[src/rtl/fll_pkg.sv]
// fll_pkg: shared widths, lane index type and lane placement for the FLL width packer
package fll_pkg;
  typedef logic [15:0] lane_t;
  function automatic int cnt_w(int n);
    return $clog2(n + 1);
  endfunction
  function automatic int lane_pos(lane_t l, int n, int iw, bit be);
    return (be ? n - 1 - int'(l) : int'(l)) * iw;
  endfunction
endpackage

[src/rtl/fll_pkr_tmo.sv]
// fll_pkr_tmo: idle counter that requests a flush of a partial word after TO idle cycles
module fll_pkr_tmo #(
  parameter int TO = 16
) (
  input  logic pki_clk,
  input  logic pki_rst_n,
  input  logic arm,
  input  logic clear,
  input  logic free,
  output logic flush
);
  localparam int TW = $clog2(TO + 1);
  logic [TW-1:0] cnt;
  assign flush = arm & free & (cnt == TW'(TO));
  // count idle cycles while a partial word waits; saturate at TO until the output frees up
  always_ff @(posedge pki_clk)
    if (!pki_rst_n || clear || flush) cnt <= '0;
    else if (arm && cnt != TW'(TO)) cnt <= cnt + TW'(1);
endmodule

[src/rtl/fll_pkr.sv]
// fll_pkr: packs N narrow words into one wide registered word; idle flush under FLL_PKR_TMO_EN
module fll_pkr import fll_pkg::*; #(
  parameter int IW = 8,
  parameter int N  = 4,
  parameter bit BE = 1'b0,
  parameter int TO = 16
) (
  input  logic                  pki_clk,
  input  logic                  pki_rst_n,
  input  logic [IW-1:0]         pki_bus,
  input  logic                  pki_lst,
  input  logic                  pki_vld,
  output logic                  pki_rdy,
  output logic [N*IW-1:0]       pko_bus,
  output logic [cnt_w(N)-1:0]   pko_cnt,
  output logic                  pko_lst,
  output logic                  pko_vld,
  input  logic                  pko_rdy
);
  localparam int LW = N > 1 ? $clog2(N) : 1;
  localparam int CW = cnt_w(N);
  logic [N*IW-1:0] acc, mrg;
  logic [LW-1:0] lane;
  logic [CW-1:0] lc;
  logic xin, done, fl;
  assign pki_rdy = !pko_vld | pko_rdy;
  assign xin = pki_vld & pki_rdy;
  assign done = xin & (lane == LW'(N - 1) | pki_lst);
  assign lc = CW'(lane);
  for (genvar g = 0; g < N; g++) begin : g_lane
    localparam int P = lane_pos(lane_t'(g), N, IW, BE);
    assign mrg[P +: IW] = lane == LW'(g) ? pki_bus : acc[P +: IW];
  end
`ifdef FLL_PKR_TMO_EN
  fll_pkr_tmo #(.TO(TO)) u_tmo (
    .pki_clk  (pki_clk),
    .pki_rst_n(pki_rst_n),
    .arm      (lane != '0 && !xin),
    .clear    (xin),
    .free     (pki_rdy),
    .flush    (fl)
  );
`else
  assign fl = 1'b0;
`endif
  // output register: completion wins, then flush, otherwise drop valid once taken
  always_ff @(posedge pki_clk)
    if (!pki_rst_n) begin
      pko_bus <= '0;
      pko_cnt <= '0;
      pko_lst <= 1'b0;
      pko_vld <= 1'b0;
    end else if (done) begin
      pko_bus <= mrg;
      pko_cnt <= lc + CW'(1);
      pko_lst <= pki_lst;
      pko_vld <= 1'b1;
    end else if (fl) begin
      pko_bus <= acc;
      pko_cnt <= lc;
      pko_lst <= 1'b0;
      pko_vld <= 1'b1;
    end else if (pko_rdy) pko_vld <= 1'b0;
  // accumulator and lane pointer; cleared whenever a word leaves for the output register
  always_ff @(posedge pki_clk)
    if (!pki_rst_n || done || fl) begin
      acc  <= '0;
      lane <= '0;
    end else if (xin) begin
      acc  <= mrg;
      lane <= lane + LW'(1);
    end
endmodule
[config.mk]
export PLATFORM = sky130hd
export DESIGN_NAME = fll_pkr
export DESIGN_NICKNAME = d
export VERILOG_FILES = /design/src/rtl/fll_pkg.sv /design/src/rtl/fll_pkr_tmo.sv /design/src/rtl/fll_pkr.sv
export SDC_FILE = /design/constraint.sdc
export NUM_CORES = 1
export LEC_CHECK = 0
export ABC_CLOCK_PERIOD_IN_PS = 4400
export CAP_MARGIN = 30
export CORE_MARGIN = 3
export CORE_UTILIZATION = 53
export CTS_BUF_LIST = sky130_fd_sc_hd__clkbuf_4 sky130_fd_sc_hd__clkbuf_8
export DETAILED_ROUTE_END_ITERATION = 8
export PLACE_DENSITY = 0.81
export SYNTH_ARGS = -nofsm -noshare
export SYNTH_HDL_FRONTEND = slang
export SYNTH_SLANG_ARGS = --single-unit
export TNS_END_PERCENT = 20
[constraint.sdc]
create_clock -name pki_clk -period 4.4 [get_ports pki_clk]
set_clock_uncertainty 0.1 [all_clocks]
set_input_delay 0.88 -clock pki_clk [delete_from_list [all_inputs] [get_ports pki_clk]]
set_output_delay 0.88 -clock pki_clk [all_outputs]
set_load 0.01 [all_outputs]
==> results.py <==
metrics = {
    "outcome": {
        "status": "finished clean",
    },
    "sta": {
        "setup_violations": 0,
        "slew_viol_final": 0,
        "hold_viol": 0,
        "fmax_mhz": 293,
        "worst_pin_slew_ns": 0.823,
        "rsz0062_at_grt": "false",
        "min_period_over_period_pct": 77.6,
        "tns_ns": 0,
        "min_period_ns": 3.41,
        "slew_headroom_pct": 44.8,
    },
    "pwr": {
        "irDropWorstVdd_mv": 0.261,
        "power.leakage_nw": 1.55,
        "p_sw_uw": 315,
        "power_frac_comb_pct": 11.6,
        "pwr-share-seq_pct": 50.9,
        "sw_frac_of_total_pct": 24.0,
        "p_per_area_nw_per_um2": 343,
        "p_clk_share_pct": 37.5,
        "finalPower_mw": 1.31,
        "internal_power_uw": 994,
    },
    "grt": {
        "grt_usage_pct": 19.9,
        "antenna_found_initial": 0,
        "grt_max_degree": 46,
        "grt-ovfl-total": 0,
        "grt_pass1_wl_um": 11300,
        "grt_pass1_vias": 2352,
    },
    "worst_setup_path": {
        "cp-start-kind": "input pin",
        "cp.required_ns": 3.42,
        "reg2reg_to": "acc[29]",
        "cp_max_fo": 30,
        "worstPathArrival_ns": 2.43,
        "worstPathCellList": "clkdlybuf4s50_1, nor2b_4, inv_1, clkdlybuf4s50_1",
        "rrSetupSlack_ns": 2.06,
        "worstSetupPathType": "in -> out",
        "timing.critical_path.slowest_cell_delay_ns": 0.50,
        "reg2reg_from": "lane[0]",
        "crit_path_end_kind": "output port",
        "cp_common_cell": "clkdlybuf4s50_1",
        "ff2ff_path_depth": 5,
        "critPathSlowestCell": "nor2b_4",
    },
    "placement": {
        "gp_congestion": 0.817,
        "detailed_place_hpwl_um": 4480,
        "portBuffers": 50,
    },
    "yosys": {
        "synth.most_common_cell": "nand2_1",
        "async_flop_share_pct": 0,
        "synthTopCellsByArea": "dfxtp_1 45%, mux2_2 11%, mux2i_1 11%",
        "synth_edf_count": 0,
        "yosysTopAreaCell": "dfxtp_1",
        "synthesis.nets": 364,
        "ys_seq_area_share_pct": 45.0,
        "synthFlopType": "dfxtp_1",
        "synth_cells": 347,
        "syn_area_per_cell_um2": 9.11,
        "netlist_area_um2": 3160,
        "yosysWarningCount": 0,
        "synth_top_cell_area_share_pct": 45.0,
        "synthDistinctLibCells": 23,
        "yosys-top-cells-count": "73 x nand2_1, 71 x dfxtp_1, 34 x mux2i_1, 32 x mux2_2",
        "ys_seq_elements": 71,
    },
    "clocking": {
        "cts_setup_buffers": 0,
        "cts_tree": "yes",
        "h-tree-depth": 3,
        "hold_buffers": 0,
        "numCtsBuffers": 9,
        "cts_resized": 0,
        "cts.clk_slew.worst_paths_ns": 0.07,
        "cts-root-buf": "clkbuf_8",
        "clk_latency_ns": 0.33,
        "cts_sinks": 71,
        "clock_path_buffers": 2,
    },
    "die": {
        "rows": 27,
        "die_width_um": 83.2,
        "die_y_um": 83.2,
        "start_util_pct": 56.0,
        "core_um2": 5640,
        "die_area_um2": 6930,
        "ios": 51,
    },
    "routing": {
        "drc_errors": 0,
        "firstDrtPassIters": 4,
        "avgViaCountPerCell": 5.54,
        "routed_wirelength_um": 6970,
        "wl_per_cell_um": 15.2,
        "first_iter_violations": 326,
        "final_antenna_net_count": 0,
        "dr_total_vias": 2538,
    },
    "cells_and_area": {
        "area_growth_pct": 20.8,
        "drive_gt1_share_pct": 14.2,
        "n_antenna_cell": 0,
        "nets": 399,
        "fillers": 444,
    },
    "min_path": {
        "holdCritStartpoint": "pko_bus[16]",
        "min_path_cells": 2,
        "hold_path.class": "reg -> reg",
        "hold_path_end": "pko_bus[16]",
    },
    "flow_run": {
        "timing.max_cap.violations": 0,
    },
}
final cells by class:
class | count | area [um2] | share of cell area, %
Multi-Input combinational cell | 242 | 1570 | 41.0
Sequential cell | 71 | 1420 | 37.2
Timing Repair Buffer | 54 | 538 | 14.1
Clock buffer | 15 | 188 | 4.91
Tap cell | 72 | 90.1 | 2.36
Inverter | 4 | 15.0 | 0.393
state kept, by name (all words and copies together) (netlist names):
name	cells
lane	2
pko_vld	1
pko_cnt	3
acc	32
pko_bus	32
pko_lst	1
worst max-delay path by stage:
stage,from,to,slack [ns]
6_report,pko_rdy,pki_rdy,0.99
5_1_grt,pko_rdy,pki_rdy,0.93
4_1_cts,pko_rdy,pki_rdy,0.99
3_5_place_dp,pko_rdy,pki_rdy,1.0
3_3_place_gp,pko_rdy,pki_rdy,1.00
2_1_floorplan,pko_rdy,pki_rdy,1.97
power groups by stage:
| stage | sequential (mW) | clock, mW | combinational (mW) |
|---|---|---|---|
| after detailed placement | 0.681 | 0 | 0.150 |
| after global placement | 0.681 | 0 | 0.146 |
| after CTS | 0.667 | 0.497 | 0.151 |
| after floorplan | 0.684 | 0 | 0.0949 |
| after global routing | 0.668 | 0.522 | 0.163 |
| final | 0.667 | 0.490 | 0.151 |
placed cells by master, fill, tap and decap left out, types with 2 or more instances in the layout:
cell type and n:
nand2_1 73, dfxtp_1 71, clkdlybuf4s50_1 49, mux2i_1 34
mux2_2 32, nand3_1 26, o21ai_0 26, a21oi_1 26
clkbuf_8 12, and3_1 8, inv_1 4, ha_1 4
and2_1 3, clkbuf_4 3, buf_4 3, a31oi_1 2
a41o_1 2
worst max-delay path: cells and delay by family:
kind | cells | cell delay [ns]
buffers and inverters | 3 | 1.05
and+or+nand+nor | 1 | 0.50
metrics by stage:
| stage | utilization, % | hold WS [ns] | worst slack, ns | instance area [um2] | instances |
|---|---|---|---|---|---|
| CTS | 67.7 | 0.363 | 0.995 | 3820 | 458 |
| global route | 67.7 | 0.386 | 0.925 | 3820 | 458 |
| floorplan | - | 0.349 | 1.97 | 3160 | 347 |
| global placement | 64.0 | 0.344 | 1.00 | 3610 | 442 |
| finish | 67.7 | 0.359 | 0.987 | 3820 | 458 |
| detailed placement | 64.4 | 0.350 | 0.999 | 3630 | 443 |
cells by family after synthesis:
| group | Yosys count | synth area share, % |
|---|---|---|
| adders and majority gates | 4 | 1.58 |
| buffers and inverters | 34 | 5.50 |
| muxes | 66 | 22.2 |
| DFF | 71 | 45.0 |
| and+or+nand+nor | 114 | 15.9 |
| AOI/OAI and AO/OA | 58 | 9.90 |
metal layers:
| metal | vias up | wire length [um] | global-route usage [%] |
|---|---|---|---|
| li1 | 1264 | - | - |
| met1 | 1178 | 3100 | 25.7 |
| met2 | 85 | 3270 | 32.7 |
| met3 | 11 | 477 | 4.07 |
| met4 | 0 | 114 | 7.28 |
| met5 | - | 0 | 0 |
Power figures use the tool's default switching activity.
